[src/rtl/uart_rx_fifo.sv]
// UART receiver: 2-flop input sync, mid-bit sampling, stop-bit check and a receive FIFO.
// Define PARITY_CHECK_EN to add an even-parity bit between the data bits and the stop bit.
module uart_rx_fifo #(
  parameter int unsigned DATA_BITS  = 8,
  parameter int unsigned BIT_PERIOD = 10,
  parameter int unsigned FIFO_DEPTH = 4
) (
  input  logic                            clk,
  input  logic                            n_rst,
  input  logic                            serial_in,
  input  logic                            data_read,
  output logic [DATA_BITS-1:0]            rx_data,
  output logic                            data_ready,
  output logic [$clog2(FIFO_DEPTH+1)-1:0] fifo_count,
  output logic                            framing_error,
  output logic                            overrun_error,
  output logic                            parity_error
);

  localparam int unsigned PtrW = $clog2(FIFO_DEPTH);
  localparam int unsigned CntW = $clog2(FIFO_DEPTH + 1);
  localparam int unsigned TmrW = $clog2(BIT_PERIOD);
  localparam int unsigned BitW = $clog2(DATA_BITS);

  localparam logic [TmrW-1:0] HalfLoad = TmrW'(BIT_PERIOD / 2 - 1);
  localparam logic [TmrW-1:0] FullLoad = TmrW'(BIT_PERIOD - 1);
  localparam logic [BitW-1:0] LastBit  = BitW'(DATA_BITS - 1);
  localparam logic [CntW-1:0] FullCnt  = CntW'(FIFO_DEPTH);

  typedef enum logic [2:0] {
    StIdle,
    StStart,
    StData,
`ifdef PARITY_CHECK_EN
    StParity,
`endif
    StStop
  } state_e;

  // Input synchroniser plus a delayed copy for falling-edge detection
  logic sync1_q, sync2_q, line_prev_q;
  logic line, start_edge;

  assign line       = sync2_q;
  assign start_edge = line_prev_q & ~sync2_q;

  always_ff @(posedge clk or negedge n_rst) begin
    if (!n_rst) begin
      sync1_q     <= 1'b1;
      sync2_q     <= 1'b1;
      line_prev_q <= 1'b1;
    end else begin
      sync1_q     <= serial_in;
      sync2_q     <= sync1_q;
      line_prev_q <= sync2_q;
    end
  end

  state_e                 state_q, state_d;
  logic [TmrW-1:0]        timer_q, timer_d;
  logic [BitW-1:0]        bit_cnt_q, bit_cnt_d;
  logic [DATA_BITS-1:0]   shift_q, shift_d;
  logic                   framing_q, framing_d;
  logic                   push;
  logic                   tick;

  assign tick = (timer_q == '0);

`ifdef PARITY_CHECK_EN
  logic parity_bit_q, parity_bit_d;
  logic parity_err_q, parity_err_d;
  logic parity_bad;

  assign parity_bad   = ^{shift_q, parity_bit_q};
  assign parity_error = parity_err_q;
`else
  assign parity_error = 1'b0;
`endif

  always_ff @(posedge clk or negedge n_rst) begin
    if (!n_rst) begin
      state_q      <= StIdle;
      timer_q      <= '0;
      bit_cnt_q    <= '0;
      shift_q      <= '0;
      framing_q    <= 1'b0;
`ifdef PARITY_CHECK_EN
      parity_bit_q <= 1'b0;
      parity_err_q <= 1'b0;
`endif
    end else begin
      state_q      <= state_d;
      timer_q      <= timer_d;
      bit_cnt_q    <= bit_cnt_d;
      shift_q      <= shift_d;
      framing_q    <= framing_d;
`ifdef PARITY_CHECK_EN
      parity_bit_q <= parity_bit_d;
      parity_err_q <= parity_err_d;
`endif
    end
  end

  always_comb begin
    state_d      = state_q;
    timer_d      = (state_q != StIdle && !tick) ? timer_q - TmrW'(1) : timer_q;
    bit_cnt_d    = bit_cnt_q;
    shift_d      = shift_q;
    framing_d    = framing_q;
    push         = 1'b0;
`ifdef PARITY_CHECK_EN
    parity_bit_d = parity_bit_q;
    parity_err_d = parity_err_q;
`endif
    case (state_q)
      StIdle: begin
        if (start_edge) begin
          state_d   = StStart;
          timer_d   = HalfLoad;
          framing_d = 1'b0;
`ifdef PARITY_CHECK_EN
          parity_err_d = 1'b0;
`endif
        end
      end
      StStart: begin
        if (tick) begin
          if (line) begin
            state_d = StIdle;
          end else begin
            state_d   = StData;
            timer_d   = FullLoad;
            bit_cnt_d = '0;
          end
        end
      end
      StData: begin
        if (tick) begin
          shift_d = {line, shift_q[DATA_BITS-1:1]};
          timer_d = FullLoad;
          if (bit_cnt_q == LastBit) begin
`ifdef PARITY_CHECK_EN
            state_d = StParity;
`else
            state_d = StStop;
`endif
          end else begin
            bit_cnt_d = bit_cnt_q + BitW'(1);
          end
        end
      end
`ifdef PARITY_CHECK_EN
      StParity: begin
        if (tick) begin
          parity_bit_d = line;
          timer_d      = FullLoad;
          state_d      = StStop;
        end
      end
`endif
      StStop: begin
        if (tick) begin
          state_d = StIdle;
          if (!line) framing_d = 1'b1;
`ifdef PARITY_CHECK_EN
          if (parity_bad) parity_err_d = 1'b1;
          push = line & ~parity_bad;
`else
          push = line;
`endif
        end
      end
      default: state_d = StIdle;
    endcase
  end

  assign framing_error = framing_q;

  // Receive FIFO; a full FIFO still accepts a push when the head is popped the same cycle
  logic [DATA_BITS-1:0] mem_q [FIFO_DEPTH];
  logic [PtrW-1:0]      wr_ptr_q, rd_ptr_q;
  logic [CntW-1:0]      count_q;
  logic                 overrun_q;
  logic                 pop, full, wr_en;

  assign full  = (count_q == FullCnt);
  assign pop   = data_read & (count_q != '0);
  assign wr_en = push & (~full | pop);

  always_ff @(posedge clk or negedge n_rst) begin
    if (!n_rst) begin
      wr_ptr_q  <= '0;
      rd_ptr_q  <= '0;
      count_q   <= '0;
      overrun_q <= 1'b0;
    end else begin
      if (wr_en) wr_ptr_q <= wr_ptr_q + PtrW'(1);
      if (pop)   rd_ptr_q <= rd_ptr_q + PtrW'(1);
      if (wr_en && !pop) begin
        count_q <= count_q + CntW'(1);
      end else if (pop && !wr_en) begin
        count_q <= count_q - CntW'(1);
      end
      if (pop) begin
        overrun_q <= 1'b0;
      end else if (push && full) begin
        overrun_q <= 1'b1;
      end
    end
  end

  always_ff @(posedge clk) begin
    if (wr_en) mem_q[wr_ptr_q] <= shift_q;
  end

  assign data_ready    = (count_q != '0);
  assign fifo_count    = count_q;
  assign overrun_error = overrun_q;
  assign rx_data       = data_ready ? mem_q[rd_ptr_q] : '0;

endmodule
[config.mk]
export PLATFORM = sky130hd
export DESIGN_NAME = uart_rx_fifo
export DESIGN_NICKNAME = d
export VERILOG_FILES = /design/src/rtl/uart_rx_fifo.sv
export SDC_FILE = /design/constraint.sdc
export NUM_CORES = 1
export LEC_CHECK = 0
export CAP_MARGIN = 10
export CORE_ASPECT_RATIO = 1.75
export CORE_MARGIN = 2
export CORE_UTILIZATION = 50
export DETAILED_ROUTE_END_ITERATION = 7
export GPL_TIMING_DRIVEN = 1
export HOLD_SLACK_MARGIN = 0.12
export PLACE_DENSITY = 0.7
export SLEW_MARGIN = 25
export SYNTH_ARGS = -nofsm -noshare
export SYNTH_HDL_FRONTEND = slang
export SYNTH_SLANG_ARGS = --single-unit
[constraint.sdc]
create_clock -name clk -period 4.6 [get_ports clk]
set_input_delay 0.46 -clock clk [delete_from_list [all_inputs] [get_ports clk]]
set_output_delay 0.46 -clock clk [all_outputs]
set_load 0.01 [all_outputs]
==> flow_metrics.env, run 1 <==
export IMPL_routed_wl_mm=4.674
export IMPL_crit_path_end_kind="output pin"
export IMPL_drc_errors=0
export IMPL_initial_utilization=0.5152
export IMPL_gr_total_overflow=0
export IMPL_avgSynthCellArea_um2=15.38
export IMPL_period_share=0.5957
export IMPL_grt_pass1_vias=1615
export IMPL_gp_congestion=0.7725
export IMPL_holdWs_ps=359.5
export IMPL_cp_arrival_ps=2280
export IMPL_yosysTopAreaCell="edfxtp_1"
export IMPL_nets=211
export IMPL_slowest_delay_ps=730
export IMPL_ys_seq_area_frac=0.6243
export IMPL_ff2ff_setup_slack_ps=1970
export IMPL_p_per_area_mw_per_mm2=599.8
export IMPL_root_buffer="clkbuf_8"
export IMPL_clk_pin_slew_ps=60
export IMPL_hold_depth=0
export IMPL_io_buffers=17
export IMPL_design_area_mm2=0.003103
export IMPL_track_usage=0.1794
export IMPL_grt_pass1_wl_mm=7.741
export IMPL_drv_cap=0
export IMPL_required_ps=4140
export IMPL_ios=19
export IMPL_cts_resized=0
export IMPL_finalSetupViolations=0
export IMPL_fin_util=0.5905
export IMPL_cts_sinks=61
export IMPL_synth_common_cells="edfxtp_1, dfrtp_1, and2_1, inv_1"
export IMPL_status="finished, final reports clean"
export IMPL_clockBufferDepth=2
export IMPL_worstSkewPairLatency_ps=340
export IMPL_yosysMostFrequentCell="edfxtp_1"
export IMPL_final_hold_viol_count=0
export IMPL_yosys_cell_types_count=47
export IMPL_antenna_left=0
export IMPL_diodes=0
export IMPL_reg2reg_depth=10
export IMPL_p_leak_nw=1.182
export IMPL_synth_top_area_frac=0.3549
export IMPL_cp_buffers_inverters=1
export IMPL_grt_max_degree=30
export IMPL_slowest_stage="dfrtp_1"
export IMPL_drive_above_1_share=0.1921
export IMPL_synth_edff_count=32
export IMPL_async_flop_share=0.4754
export IMPL_critPathMaxFanout=10
export IMPL_synth_area_leaders="edfxtp_1, dfrtp_1, mux4_2, ha_1, dfstp_2"
export IMPL_crit_family="flip-flops"
export IMPL_antenna_found_initial=0
export IMPL_dr_total_vias=1513
export IMPL_via_per_inst=5.864
export IMPL_mappedNetlistNets=189
export IMPL_final_setup_tns_ps=0
export IMPL_htreeDepth=3
export IMPL_relSlewSlack=0.5954
export IMPL_holdBufCountCts=0
export IMPL_synthCells=176
export IMPL_drt_iter0_drc=41
export IMPL_first_pass_iters=4
export IMPL_die_area_mm2=0.006043
export IMPL_tightest_slew_ps=607.0
export IMPL_rows=35
export IMPL_criticalPathCategory="flip-flop to output pin"
export IMPL_maxSlewViolCount=0
export IMPL_worstPathCellList="mux4_2, and2_1, clkdlybuf4s50_1"
export IMPL_max_freq_mhz=364.9
export IMPL_n_fill_cell=435
export IMPL_grt_setup_unrepaired="no"
export IMPL_synth_ff_latch_count=61
export IMPL_areaGrowthSynthToFinish_pct=14.60
export IMPL_cts_tree="built"
export IMPL_hold_class="flip-flop to flip-flop"
export IMPL_routedWlPerCell_um=18.12
export IMPL_cts_buffers=9
export IMPL_die_y_um=101.3
export IMPL_synth_area_mm2=0.002708
export IMPL_finClkSkew_ps=6.154
export IMPL_core_area_mm2=0.005255
export IMPL_worst_path_stages=3
export IMPL_ir_worst_vdd_mv=0.2818
export IMPL_dieWidth_um=59.63
export IMPL_period_minus_slack_ps=2740
export IMPL_post_cts_buffers=0
export IMPL_synth_ff_type="edfxtp_1"
export IMPL_post_dp_cell_area_mm2=0.002913
export IMPL_start_kind="flip-flop"
export IMPL_ys_warn_count=0
export IMPL_detailedPlacementHpwl_mm=3.320
-- area by class of cell --
| class | instances | area (um^2) | share of cell area |
|---|---|---|---|
| inverter | 10 | 37.54 | 0.01210 |
| sequential | 61 | 1690 | 0.5448 |
| timing repair buffer | 18 | 177.7 | 0.05726 |
| clock buffer | 9 | 123.9 | 0.03992 |
| clock inverter | 7 | 66.31 | 0.02137 |
| multi-input combinational | 98 | 938.4 | 0.3024 |
| tap | 55 | 68.82 | 0.02218 |
-- kinds of logic (layout without fill, tap and decap cells) --
group           Yosys count  after routing  synth area share
xor+xnor                  7              7           0.02264
fa+ha+maj                 9              9           0.04436
buf+inv                  17             44           0.02911
compound gates           22             22           0.05684
other cells               1              1          0.001385
mux                      19             19            0.1118
flops                    61             61            0.6243
simple gates             40             40            0.1095
-- registers in the layout (all words and copies together), names as in the netlist --
register / cells
shift_q: 8
overrun_error: 1
state_q: 2
mem_q: 32
line: 1
wr_ptr_q: 2
line_prev_q: 1
rd_ptr_q: 2
timer_q: 4
fifo_count: 3
bit_cnt_q: 3
framing_error: 1
sync1_q: 1
-- per-stage QoR --
| step | std cells | setup WS (ps) | total power, mW |
|---|---|---|---|
| detailed placement | 242 | 1996 | 1.430 |
| finish | 258 | 1860 | 1.861 |
| floorplan | 176 | 2270 | 1.197 |
| global placement | 242 | 2135 | 1.392 |
| global route | 258 | 1700 | 1.968 |
| CTS | 258 | 1772 | 1.887 |
-- layout by cell type, fill, tap and decap left out, types with 3 or more instances in the layout --
cell / Yosys / layout
dfrtp_1: 26 / 26
clkbuf_8: 0 / 9
ha_1: 8 / 8
mux2_2: 3 / 3
clkinv_2: 0 / 4
inv_1: 10 / 10
mux4_2: 8 / 8
and2_1: 12 / 12
mux2_1: 7 / 7
a22o_1: 3 / 3
o21ai_0: 7 / 7
clkdlybuf4s50_1: 0 / 17
nand3_1: 4 / 4
nor2_1: 3 / 3
xnor2_1: 5 / 5
edfxtp_1: 32 / 32
dfstp_2: 3 / 3
-- layer usage --
layer | track usage | vias up | routed length, um
met5 | 0 | - | 0
met1 | 0.1871 | 781 | 1759
met3 | 0.05492 | 13 | 121
met2 | 0.3145 | 25 | 2664
met4 | 0.09231 | 0 | 128
li1 | - | 694 | -
-- power by group --
group	leakage, nW	internal [mW]	switching [mW]
clock network	0.0987	0.246	0.202
registers	0.634	0.661	0.145
logic	0.449	0.357	0.250
total	1.18	1.26	0.597
-- final timing paths --
path | from | to
setup / recovery | rd_ptr_q[0] | rx_data[0]
hold / removal | sync1_q | line
setup reg to reg | timer_q[0] | fifo_count[2]
hold reg to reg | sync1_q | line
max in group asynchronous | n_rst | sync1_q
min in group asynchronous | n_rst | state_q[1]
Note: power is estimated with default switching activity, not from simulation.
==> run 2, diff against run 1 <==
==> constraint.sdc (replaced) <==
create_clock -name clk -period 2.6 [get_ports clk]
set_input_delay 0.26 -clock clk [delete_from_list [all_inputs] [get_ports clk]]
set_output_delay 0.26 -clock clk [all_outputs]
set_load 0.01 [all_outputs]
==> flow_metrics.env, run 2 (same netlist as run 1, synthesis figures left out) <==
export IMPL_design_area_mm2=0.003183
export IMPL_cp_buffers_inverters=2
export IMPL_finalSetupViolations=0
export IMPL_antenna_found_initial=0
export IMPL_ff2ff_setup_slack_ps=200
export IMPL_criticalPathCategory="flip-flop to flip-flop"
export IMPL_crit_family="adder cells"
export IMPL_grt_pass1_vias=1654
export IMPL_hold_class="input port to async pin"
export IMPL_worstPathCellList="inv_1, ha_1, nand4bb_4, nor3_4, ha_1, inv_1, fa_1, xor2_1, nor2_1, xor2_1"
export IMPL_worstSkewPairLatency_ps=330
export IMPL_dieWidth_um=59.63
export IMPL_reg2reg_depth=10
export IMPL_slowest_stage="dfrtp_1"
export IMPL_largest_register="mem_q"
export IMPL_areaGrowthSynthToFinish_pct=17.56
export IMPL_worst_path_stages=10
export IMPL_holdBufCountCts=0
export IMPL_post_cts_buffers=0
export IMPL_period_minus_slack_ps=2396
export IMPL_detailedPlacementHpwl_mm=3.350
export IMPL_die_y_um=101.3
export IMPL_clk_pin_slew_ps=60
export IMPL_initial_utilization=0.5152
export IMPL_first_pass_iters=4
export IMPL_gp_congestion=0.8338
export IMPL_cts_tree="built"
export IMPL_cts_sinks=61
export IMPL_finClkSkew_ps=5.580
export IMPL_post_dp_cell_area_mm2=0.002935
export IMPL_largest_reg_flops=32
export IMPL_root_buffer="clkbuf_8"
export IMPL_p_per_area_mw_per_mm2=1114
export IMPL_final_setup_tns_ps=0
export IMPL_final_hold_viol_count=0
export IMPL_top_layer="met4"
export IMPL_layout_commonest_cell="edfxtp_1"
export IMPL_place_ws_ps=156.9
export IMPL_routed_wl_mm=4.940
export IMPL_finalPower_mw=3.546
export IMPL_holdWs_ps=306.0
export IMPL_grt_pass1_wl_mm=8.169
export IMPL_drv_cap=0
export IMPL_antenna_left=0
export IMPL_required_ps=2860
export IMPL_drc_errors=0
export IMPL_gr_total_overflow=0
export IMPL_drt_iter0_drc=39
export IMPL_start_kind="flip-flop"
export IMPL_routedWlPerCell_um=18.93
export IMPL_drive_above_1_share=0.1990
export IMPL_cp_arrival_ps=2650
export IMPL_clockBufferDepth=2
export IMPL_ios=19
export IMPL_met3_length_um=136
export IMPL_die_area_mm2=0.006043
export IMPL_met2WireLength_mm=2.828
export IMPL_dr_total_vias=1537
export IMPL_ir_worst_vdd_mv=0.7303
export IMPL_track_usage=0.1907
export IMPL_layout_common_cells="edfxtp_1, dfrtp_1, clkdlybuf4s50_1"
export IMPL_n_fill_cell=403
export IMPL_core_area_mm2=0.005255
export IMPL_cts_buffers=9
export IMPL_maxSlewViolCount=0
export IMPL_rows=35
export IMPL_io_buffers=17
export IMPL_p_leak_nw=1.218
export IMPL_htreeDepth=3
export IMPL_wl_met1_mm=1.875
export IMPL_critPathMaxFanout=8
export IMPL_slowest_delay_ps=420
export IMPL_setup_slack_ps=204.3
export IMPL_max_freq_mhz=417.4
export IMPL_diodes=0
export IMPL_grt_setup_unrepaired="no"
export IMPL_period_share=0.9214
export IMPL_via_per_inst=5.889
export IMPL_grt_max_degree=30
export IMPL_crit_path_end_kind="flip-flop"
export IMPL_top_regs="mem_q: 32 flops, shift_q: 8 flops, timer_q: 4 flops"
export IMPL_status="finished, final reports clean"
export IMPL_nets=214
run 2: changes by cell type in the layout (fill, tap and decap cells not counted):
cell | before | now
buf_4 | 1 | 4
bufinv_16 | 1 | 3
clkbuf_1 | 0 | 2
clkinv_2 | 4 | 2
clkinv_4 | 1 | 0
clkinvlp_4 | 1 | 0
nand4bb_1 | 1 | 0
nand4bb_4 | 0 | 1
run 2: where the power goes:
group / total, mW / internal, mW / switching (mW)
Sequential: 1.39 / 1.17 / 0.224
Combinational: 1.17 / 0.664 / 0.505
Clock: 0.982 / 0.634 / 0.348
Total: 3.55 / 2.47 / 1.08
run 2: final cells by class:
type	instances	area, um^2	area share
inverter	10	37.54	0.01179
sequential	61	1690	0.5311
clock inverter	5	100.1	0.03145
timing repair buffer	21	200.2	0.06289
clock buffer	11	131.4	0.04127
multi-input combinational	98	954.7	0.2999
tap	55	68.82	0.02162
run 2: metrics by stage:
step	std cells	util
floorplan	176	-
global placement	245	0.5586
detailed placement	245	0.5586
CTS	261	0.6026
global route	261	0.6057
finish	261	0.6057
run 2: worst reg2reg max path: cells and delay by family, from the launching register on:
family / cells / cell delay [ps]
adders and majority gates: 3 / 910
and+or+nand+nor: 3 / 500
DFF: 1 / 420
xor gates and xnor gates: 2 / 300
buffers and inverters: 2 / 200
run 2: path summary, 6_finish.rpt:
path                            start             to
max in group asynchronous       n_rst           line
max                        timer_q[0]  fifo_count[2]
min in group clk            serial_in        sync1_q
min reg2reg                   sync1_q           line
max reg2reg                timer_q[0]  fifo_count[2]
min                             n_rst  overrun_error
run 2: repair_timing:
item                                    4_1_cts  5_1_grt
gates resized for setup                       0        1
endpoints found under the hold margin         0        0
endpoints found under the setup margin        0        1
run 2: metal layers:
metal | up-vias | GRT usage
met5 | - | 0
met2 | 35 | 0.3398
met3 | 9 | 0.05619
met1 | 785 | 0.1976
li1 | 708 | -
met4 | 0 | 0.09231
